===== src/rtl/mc_ctrl_fsm.sv =====
// mc_ctrl_fsm: multi-cycle MIPS control sequencer.
// Owns the instruction register and walks each instruction through IF/ID/EX/MEM/WB,
// driving per-state datapath controls and a req/ready handshake to instruction and
// data memory. A stalled handshake ends in the absorbing ERR state; an unsupported
// instruction ends in the absorbing TRAP state when EXC_EN is set.
module mc_ctrl_fsm #(
    parameter int unsigned MEM_TIMEOUT = 64,
    parameter int unsigned TO_W        = 8,
    parameter bit          EXC_EN      = 1'b1
) (
    input  logic        clk,
    input  logic        rst,
    input  logic [31:0] imem_rdata,
    input  logic        imem_ready,
    input  logic        dmem_ready,
    input  logic        alu_zero,
    output logic        imem_req,
    output logic        dmem_req,
    output logic        dmem_we,
    output logic [31:0] ir,
    output logic        pc_write,
    output logic [1:0]  pc_src,
    output logic [3:0]  aluop,
    output logic [1:0]  alu_src_b,
    output logic        reg_write,
    output logic [1:0]  reg_dst,
    output logic [1:0]  wb_sel,
    output logic        bus_err,
    output logic        illegal,
    output logic [2:0]  state
);

    typedef enum logic [2:0] {
        StIf   = 3'd0,
        StId   = 3'd1,
        StEx   = 3'd2,
        StMem  = 3'd3,
        StWb   = 3'd4,
        StErr  = 3'd5,
        StTrap = 3'd6
    } state_e;

    // Primary opcodes
    localparam logic [5:0] OpRtype = 6'h00;
    localparam logic [5:0] OpJ     = 6'h02;
    localparam logic [5:0] OpJal   = 6'h03;
    localparam logic [5:0] OpBeq   = 6'h04;
    localparam logic [5:0] OpBne   = 6'h05;
    localparam logic [5:0] OpAddiu = 6'h09;
    localparam logic [5:0] OpOri   = 6'h0D;
    localparam logic [5:0] OpLui   = 6'h0F;
    localparam logic [5:0] OpLw    = 6'h23;
    localparam logic [5:0] OpSw    = 6'h2B;

    // R-type function codes
    localparam logic [5:0] FnJr   = 6'h08;
    localparam logic [5:0] FnAddu = 6'h21;
    localparam logic [5:0] FnSubu = 6'h23;
    localparam logic [5:0] FnAnd  = 6'h24;
    localparam logic [5:0] FnOr   = 6'h25;
    localparam logic [5:0] FnSlt  = 6'h2A;

    // ALU operations
    localparam logic [3:0] AluAdd = 4'd0;
    localparam logic [3:0] AluSub = 4'd1;
    localparam logic [3:0] AluAnd = 4'd2;
    localparam logic [3:0] AluOr  = 4'd3;
    localparam logic [3:0] AluSlt = 4'd4;
    localparam logic [3:0] AluLui = 4'd5;

    // ALU B-operand selects
    localparam logic [1:0] SrcRt   = 2'd0;
    localparam logic [1:0] SrcSext = 2'd1;
    localparam logic [1:0] SrcZext = 2'd2;

    // PC source selects
    localparam logic [1:0] PcPlus4  = 2'd0;
    localparam logic [1:0] PcBranch = 2'd1;
    localparam logic [1:0] PcJump   = 2'd2;
    localparam logic [1:0] PcRs     = 2'd3;

    // Register destination and write-back selects
    localparam logic [1:0] DstRt  = 2'd0;
    localparam logic [1:0] DstRd  = 2'd1;
    localparam logic [1:0] DstRa  = 2'd2;
    localparam logic [1:0] WbAlu  = 2'd0;
    localparam logic [1:0] WbMem  = 2'd1;
    localparam logic [1:0] WbLink = 2'd2;

    state_e          state_q, state_d;
    logic [31:0]     ir_q, ir_d;
    logic [TO_W-1:0] cnt_q, cnt_d;
    logic            bus_err_q, bus_err_d;
    logic            illegal_q, illegal_d;

    logic [5:0] opcode;
    logic [5:0] funct;
    logic       is_nop, is_r_alu, is_jr, is_i_alu, is_lw, is_sw;
    logic       is_beq, is_bne, is_j, is_jal, is_legal;
    logic [3:0] alu_fn;
    logic [1:0] src_b_sel;
    logic       timed_out;

    assign opcode = ir_q[31:26];
    assign funct  = ir_q[5:0];

    // Classify the latched instruction; a zero word is a NOP ahead of any other decode
    always_comb begin
        is_nop    = 1'b0;
        is_r_alu  = 1'b0;
        is_jr     = 1'b0;
        is_i_alu  = 1'b0;
        is_lw     = 1'b0;
        is_sw     = 1'b0;
        is_beq    = 1'b0;
        is_bne    = 1'b0;
        is_j      = 1'b0;
        is_jal    = 1'b0;
        alu_fn    = AluAdd;
        src_b_sel = SrcRt;
        if (ir_q == 32'd0) begin
            is_nop = 1'b1;
        end else begin
            case (opcode)
                OpRtype: begin
                    case (funct)
                        FnAddu:  begin is_r_alu = 1'b1; alu_fn = AluAdd; end
                        FnSubu:  begin is_r_alu = 1'b1; alu_fn = AluSub; end
                        FnAnd:   begin is_r_alu = 1'b1; alu_fn = AluAnd; end
                        FnOr:    begin is_r_alu = 1'b1; alu_fn = AluOr;  end
                        FnSlt:   begin is_r_alu = 1'b1; alu_fn = AluSlt; end
                        FnJr:    is_jr = 1'b1;
                        default: ;
                    endcase
                end
                OpAddiu: begin is_i_alu = 1'b1; alu_fn = AluAdd; src_b_sel = SrcSext; end
                OpOri:   begin is_i_alu = 1'b1; alu_fn = AluOr;  src_b_sel = SrcZext; end
                OpLui:   begin is_i_alu = 1'b1; alu_fn = AluLui; src_b_sel = SrcSext; end
                OpLw:    is_lw  = 1'b1;
                OpSw:    is_sw  = 1'b1;
                OpBeq:   is_beq = 1'b1;
                OpBne:   is_bne = 1'b1;
                OpJ:     is_j   = 1'b1;
                OpJal:   is_jal = 1'b1;
                default: ;
            endcase
        end
    end

    assign is_legal = is_r_alu | is_jr | is_i_alu | is_lw | is_sw |
                      is_beq | is_bne | is_j | is_jal;

    // A ready seen on the cycle the count hits the limit still wins over the timeout
    assign timed_out = (cnt_q == TO_W'(MEM_TIMEOUT));

    // Next-state, instruction latch, wait counter and sticky flags
    always_comb begin
        state_d   = state_q;
        ir_d      = ir_q;
        cnt_d     = '0;
        bus_err_d = bus_err_q;
        illegal_d = illegal_q;
        unique case (state_q)
            StIf: begin
                if (imem_ready) begin
                    ir_d    = imem_rdata;
                    state_d = StId;
                end else if (timed_out) begin
                    state_d   = StErr;
                    bus_err_d = 1'b1;
                end else begin
                    cnt_d = cnt_q + TO_W'(1);
                end
            end
            StId: begin
                if (is_nop) begin
                    state_d = StIf;
                end else if (!is_legal) begin
                    if (EXC_EN) begin
                        state_d   = StTrap;
                        illegal_d = 1'b1;
                    end else begin
                        state_d = StIf;
                    end
                end else begin
                    state_d = StEx;
                end
            end
            StEx: begin
                if (is_lw || is_sw) begin
                    state_d = StMem;
                end else if (is_r_alu || is_i_alu) begin
                    state_d = StWb;
                end else begin
                    state_d = StIf;
                end
            end
            StMem: begin
                if (dmem_ready) begin
                    state_d = is_lw ? StWb : StIf;
                end else if (timed_out) begin
                    state_d   = StErr;
                    bus_err_d = 1'b1;
                end else begin
                    cnt_d = cnt_q + TO_W'(1);
                end
            end
            StWb:    state_d = StIf;
            StErr:   state_d = StErr;
            StTrap:  state_d = StTrap;
            default: state_d = StIf;
        endcase
    end

    // State register with synchronous reset
    always_ff @(posedge clk) begin
        if (rst) begin
            state_q   <= StIf;
            ir_q      <= '0;
            cnt_q     <= '0;
            bus_err_q <= 1'b0;
            illegal_q <= 1'b0;
        end else begin
            state_q   <= state_d;
            ir_q      <= ir_d;
            cnt_q     <= cnt_d;
            bus_err_q <= bus_err_d;
            illegal_q <= illegal_d;
        end
    end

    // Per-state datapath controls; everything is held at zero while in reset
    always_comb begin
        imem_req  = 1'b0;
        dmem_req  = 1'b0;
        dmem_we   = 1'b0;
        pc_write  = 1'b0;
        pc_src    = PcPlus4;
        aluop     = AluAdd;
        alu_src_b = SrcRt;
        reg_write = 1'b0;
        reg_dst   = DstRt;
        wb_sel    = WbAlu;
        if (!rst) begin
            unique case (state_q)
                StIf: begin
                    imem_req = 1'b1;
                    pc_write = imem_ready;
                    pc_src   = PcPlus4;
                end
                StEx: begin
                    if (is_r_alu || is_i_alu) begin
                        aluop     = alu_fn;
                        alu_src_b = src_b_sel;
                    end else if (is_lw || is_sw) begin
                        aluop     = AluAdd;
                        alu_src_b = SrcSext;
                    end else if (is_beq || is_bne) begin
                        aluop    = AluSub;
                        pc_src   = PcBranch;
                        pc_write = is_beq ? alu_zero : ~alu_zero;
                    end else if (is_j) begin
                        pc_write = 1'b1;
                        pc_src   = PcJump;
                    end else if (is_jr) begin
                        pc_write = 1'b1;
                        pc_src   = PcRs;
                    end else if (is_jal) begin
                        pc_write  = 1'b1;
                        pc_src    = PcJump;
                        reg_write = 1'b1;
                        reg_dst   = DstRa;
                        wb_sel    = WbLink;
                    end
                end
                StMem: begin
                    dmem_req = 1'b1;
                    dmem_we  = is_sw;
                end
                StWb: begin
                    reg_write = 1'b1;
                    if (is_lw) begin
                        wb_sel  = WbMem;
                        reg_dst = DstRt;
                    end else if (is_r_alu) begin
                        wb_sel  = WbAlu;
                        reg_dst = DstRd;
                    end else begin
                        wb_sel  = WbAlu;
                        reg_dst = DstRt;
                    end
                end
                default: ;
            endcase
        end
    end

    assign ir      = ir_q;
    assign bus_err = bus_err_q;
    assign illegal = illegal_q;
    assign state   = rst ? 3'd0 : state_q;

endmodule


===== config.mk =====
export PLATFORM = sky130hd
export DESIGN_NAME = mc_ctrl_fsm
export DESIGN_NICKNAME = d
export VERILOG_FILES = /design/src/rtl/mc_ctrl_fsm.sv
export SDC_FILE = /design/constraint.sdc
export NUM_CORES = 1
export LEC_CHECK = 0
export BUFFER_PORTS_ARGS = -buffer_cell sky130_fd_sc_hd__buf_2
export CORE_UTILIZATION = 39
export CTS_BUF_LIST = sky130_fd_sc_hd__clkbuf_16
export CTS_CLUSTER_DIAMETER = 60
export DETAILED_ROUTE_END_ITERATION = 16
export PLACE_DENSITY = 0.66
export SKIP_LAST_GASP = 1
export SYNTH_ARGS = -nofsm -noshare
export SYNTH_HDL_FRONTEND = slang
export SYNTH_SLANG_ARGS = --single-unit
export TNS_END_PERCENT = 1

===== constraint.sdc =====
create_clock -name clk -period 2.2 [get_ports clk]
set_input_delay 0.44 -clock clk [delete_from_list [all_inputs] [get_ports clk]]
set_output_delay 0.44 -clock clk [all_outputs]
set_load 0.03 [all_outputs]

After elaboration in Yosys (flattened, before gate mapping)

Cells that the tools add are included.

Bits of input ports: 37
Logic and storage cells: 149
Register bits: 45

Eq/ne operators: 24
Bitwise operators: 11
$add $sub $neg: 1
Multiplexer cells: 95
Reduce and logical (&&, ||, !) cells: 13

Operators by type and width:

| operator                                                               | number |
|---|---|
| 1-bit two-way mux                                                      | 50 |
| 6-bit equality test (second input constant)                            | 7 |
| 2-bit two-way mux                                                      | 19 |
| 32-bit logical NOT                                                     | 1 |
| 3-bit two-way mux                                                      | 10 |
| 6-bit by 4-bit equality test with 1-bit output (second input constant) | 4 |
| 8-bit two-way mux                                                      | 3 |
| 3-bit one-hot mux with 6 select lines                                  | 1 |
| 8-bit one-hot mux with 2 select lines                                  | 1 |
| 6-bit by 2-bit equality test with 1-bit output (second input constant) | 2 |
| 6-bit by 3-bit equality test with 1-bit output (second input constant) | 2 |
| 4-bit two-way mux                                                      | 3 |
| 2-bit one-hot mux with 2 select lines                                  | 3 |
| 3-bit one-hot mux with 4 select lines                                  | 1 |
| 3-bit equality test (second input constant)                            | 3 |
| 3-bit one-hot mux with 3 select lines                                  | 1 |
| 8-bit by 1-bit adder with 8-bit output (second input constant)         | 1 |
| 8-bit by 7-bit equality test with 1-bit output (second input constant) | 1 |
| 1-bit bitwise OR                                                       | 8 |
| 3-bit by 2-bit equality test with 1-bit output (second input constant) | 2 |
| 6-bit logical NOT                                                      | 1 |
| 1-bit one-hot mux with 2 select lines                                  | 3 |
| 3-bit AND reduction                                                    | 2 |
| 5-bit OR reduction                                                     | 1 |
| other kinds (9)                                                        | 14 |

Longest topological paths before layout

Word-level depth: 16
Gate-level depth with buffers: 7
Gate-level depth less buffers: 7

Worst setup path after synthesis

OpenSTA, ideal clock, no wires.

Kind: register -> output
Start: register ir_q[28] (netlist: ir[28])
End: output wb_sel[1]
Slack: -0.618 ns
Cell stages (with the launch flop): 7
Path buffers: 1
Arrival time: 2.378 ns
Data required time: 1.760 ns
Cell sequence: dfxtp_1 -> nand2b_2 -> mux2i_1 -> o32ai_1 -> or2_1 -> nor3_1 -> buf_4

Word-level cells in the longest chain between the ends: 11
Elaborated cells on any way between the ends: 41

RTL lines:

| what                                           | RTL line | source |
|---|---|---|
| from (decl)                                    | 91       | `logic [31:0] ir_q, ir_d;` |
| from (signal assigned)                         | 225      | `ir_q <= ir_d;` |
| 6-bit by 2-bit equality test with 1-bit output | 124      | `case (opcode)` |
| 1-bit two-way mux                              | 124      |  |
| 1-bit two-way mux                              | 121      | `if (ir_q == 32'd0) begin` |
| 2-bit two-way mux                              | 268      | `end else if (is_jal) begin` |
| 2-bit two-way mux                              | 265      | `end else if (is_jr) begin` |
| 2-bit two-way mux                              | 262      | `end else if (is_j) begin` |
| 2-bit two-way mux                              | 258      | `end else if (is_beq \|\| is_bne) begin` |
| 2-bit two-way mux                              | 255      | `end else if (is_lw \|\| is_sw) begin` |
| 2-bit two-way mux (*)                          | 252      | `if (is_r_alu \|\| is_i_alu) begin` |
| 2-bit one-hot mux with 2 select lines (*)      | 245      | `unique case (state_q)` |
| 2-bit two-way mux (*)                          | 244      | `if (!rst) begin` |
| to (decl)                                      | 27       | `output logic [1:0] wb_sel,` |

Every way passes the cells marked *; elsewhere a longest branch is shown, timed or not.

Worst setup path in the final report

Start: register ir_q[30] (netlist: ir[30])
End: output pc_write

Word-level cells in the longest chain between the ends: 11
Elaborated cells on any way between the ends: 42

RTL lines:

| what                                           | RTL line | source |
|---|---|---|
| 6-bit by 2-bit equality test with 1-bit output | 124      |  |
| 1-bit two-way mux                              | 124      |  |
| 1-bit two-way mux                              | 121      |  |
| 1-bit two-way mux                              | 268      |  |
| 1-bit two-way mux                              | 265      |  |
| 1-bit two-way mux                              | 262      |  |
| 1-bit two-way mux                              | 258      |  |
| 1-bit two-way mux                              | 255      |  |
| 1-bit two-way mux (*)                          | 252      |  |
| 1-bit one-hot mux with 2 select lines (*)      | 245      |  |
| 1-bit two-way mux (*)                          | 244      |  |
| to (decl)                                      | 21       | `output logic pc_write,` |

Marks and branches as above.

==> reports/metrics.cfg <==
[worst_setup_path]
crit_fanout=5
critPathBufInv=1
cpMaxStageDelayCell=nor4_4
cp-start-kind=flip-flop
critPathRequiredTime_ns=1.76
path_class=reg -> out
critPathArrivalTime_ns=1.85
cp_top_family=simple AND/OR/NAND/NOR gates
end_kind=output pin
critPathMaxStageDelay_ns=0.38
crit_path_cell_trace=nor4_4, nand2_1, o211ai_1, a21oi_2, nor4_2, buf_4

[logic_synthesis]
ys.flop_type=dfxtp_1
synth_seq_cells=45
synth-simple-area-share=0.355
seq_area_frac_synth=0.401
synth_enable_flop_cells=0
ys_types=50
synth_compound_area_frac=0.143
synth_top_family_by_area=simple AND/OR/NAND/NOR gates
post_synth.cell_area_avg_um2=7.64
synth.yosys.warnings=0
yosys.area_share.adder=0.0111
syn_inst=294
synth_area_mm2=0.00225
synth_xor_area_frac=0.0312
syn_nets=333
muxShareOfSynthArea=0.00445
synthArstFlopShare=0

[clock_network]
cts_hold_buf=0
cts_buffers=5
clock-sinks=45
clk_latency_ns=0.28
root_buffer=clkbuf_16
ctsHtreeMaxLevel=2
path_clk_slew_ns=0.06
cts_tree=done
clk_path_buf_depth=2

[timing]
skew_ns=0.00311
fin_crit_sh=1.04
fin_tns_setup_ns=-0.645
setup_viol=11
slew_viol_final=0
period_minus_slack_ns=2.29
setup_slack_ns=-0.0943
rsz0062_at_grt=yes
finalHoldViolations=0
max_freq_ghz=0.436

[die]
initial_utilization=0.406
die_h_um=77.9
coreArea_mm2=0.00554
io_pins=91
die_area_mm2=0.00607
rows=27
die_w_um=77.9

[finish]
final_layout_size_suffix_gt1_frac=0.377
nets=436
antenna_cells=0
fin_cells=470
area_delta_synth_final_pct=38.9
fillers=557

[global_route]
grt_pass1_wl_um=10500
gr-usage-all-layers=0.217
first_global_vias=2253
grt_max_degree=46
grt_overflow=0
antenna_found_initial=0

[power_and_ir_drop]
total_power_mw=2.45
irDropWorstVdd_v=0.000509
p_leak_nw=1.40
power.density_mw_per_mm2=785

[route]
drtIter0Drc=73
vias=2390
via_per_inst=5.09
drc_errors=0
wl_per_cell_um=13.2
antenna_left=0
drtPass1Iterations=4
wirelength_um=6200

[placed_design]
place_congestion=0.915
dp_hpwl_um=4400
dp.cells=454
io_buffers=89

[run_status]
status=complete, but fails checks
violations=negative setup slack

[flow_run]
drv_cap=0

[worst_hold_path]
hold_path_class=in -> reg

==> synthesized netlist by cell type, types with 2 or more instances <==
| cell | instances | area, um^2 |
|---|---|---|
| nand2_1 | 75 | 282 |
| dfxtp_1 | 45 | 901 |
| a21oi_1 | 40 | 200 |
| nor2_1 | 20 | 75.1 |
| nand3_1 | 12 | 60.1 |
| clkbuf_1 | 10 | 37.5 |
| nor3_1 | 9 | 45.0 |
| inv_1 | 7 | 26.3 |
| nor4_1 | 7 | 43.8 |
| buf_2 | 5 | 25.0 |
| nand4_1 | 4 | 25.0 |
| xnor2_1 | 4 | 35.0 |
| xor2_1 | 4 | 35.0 |
| and3_1 | 3 | 18.8 |
| nor2b_1 | 3 | 18.8 |
| nor3b_1 | 3 | 22.5 |
| o21ai_0 | 3 | 15.0 |
| a211oi_1 | 2 | 15.0 |
| buf_4 | 2 | 15.0 |
| ha_1 | 2 | 25.0 |
| nor4_4 | 2 | 42.5 |
| o21ba_2 | 2 | 20.0 |
| o22ai_1 | 2 | 12.5 |
| or3_1 | 2 | 12.5 |
==> registers in the layout, summed over array words and instances (netlist names) <==
signal   count
ir          32
cnt_q        8
state_q      3
bus_err      1
illegal      1
==> worst reg2reg max path, delay by kind of cell (launching register included) <==
family                 cells  cell delay, ns
AO/OA/AOI/OAI              1            0.20
AND/OR/NAND/NOR            3            0.98
buffers and inverters      1            0.17
flip-flops                 1            0.33
==> where the power goes <==
group / switching (mW) / internal, mW / total, mW
logic: 0.464 / 0.286 / 0.750
registers: 0.0714 / 0.890 / 0.961
clock network: 0.318 / 0.421 / 0.739
total: 0.854 / 1.60 / 2.45
==> layer usage <==
layer | share of wire | up-vias | global-route usage
met3 | 0.063 | 6 | 0.0612
met5 | 0 | - | 0
met4 | 0.012 | 0 | 0.0648
met1 | 0.45 | 1097 | 0.280
met2 | 0.47 | 73 | 0.351
li1 | - | 1214 | -
==> cell usage in the layout, fill, tap and decap left out, drive strengths merged, types with 3 or more instances in the layout <==
cell type / synthesis / routed
a21oi: 40 / 40
and3: 3 / 3
buf: 9 / 115
clkbuf: 10 / 5
dfxtp: 45 / 45
inv: 7 / 8
nand2: 75 / 75
nand3: 12 / 12
nand4: 4 / 4
nor2: 20 / 20
nor2b: 3 / 3
nor3: 10 / 10
nor3b: 3 / 3
nor4: 9 / 9
o21ai: 3 / 3
xnor2: 4 / 4
xor2: 4 / 4
==> final timing paths <==
kind | from | to | slack (ns) | cells past startpoint
worst max-delay path | ir[30] | pc_write | -0.09 | 6
worst min register to register | cnt_q[0] | cnt_q[0] | 0.47 | 1
worst min-delay path | imem_rdata[30] | ir[30] | 0.38 | 3
worst max register to register | state_q[1] | cnt_q[7] | 0.45 | 5
==> cells by family (layout without fill, tap and decap cells) <==
kind of cell | Yosys count | count (layout)
AND/OR/NAND/NOR | 155 | 155
other | 1 | 1
AO/OA/AOI/OAI | 56 | 56
flip-flops | 45 | 45
XOR/XNOR | 8 | 8
adder cells (fa/ha/maj) | 2 | 2
multiplexers | 1 | 1
buffers and inverters | 26 | 130
==> what timing repair did <==
item | CTS | global route
setup buffers | 8 | 0
gates cloned | 0 | 0
pin swaps | 9 | 0
resized for setup | 22 | 0
endpoints found under the setup margin | 10 | 11
==> metrics by stage <==
stage                     hold slack (ns)  instance area (um^2)  utilization  worst slack, ns
after CTS                           0.378                  3120        0.563          -0.0731
final                               0.383                  3120        0.563          -0.0943
after detailed placement            0.461                  2850        0.515           0.0825
after global routing                0.381                  3120        0.563           -0.204
after global placement              0.448                  2850        0.515            0.122
after floorplan                     0.430                  2270            -           -0.200
==> layout make-up <==
class | instances | area, um^2 | share of cell area
clock buffer | 5 | 125 | 0.0401
multi-input combinational | 223 | 1290 | 0.413
sequential | 45 | 917 | 0.294
inverter | 7 | 26.3 | 0.00842
timing repair buffer | 115 | 654 | 0.210
tap | 72 | 90.1 | 0.0289
clock inverter | 3 | 20.0 | 0.00641
(Power assumes the default switching activity.)
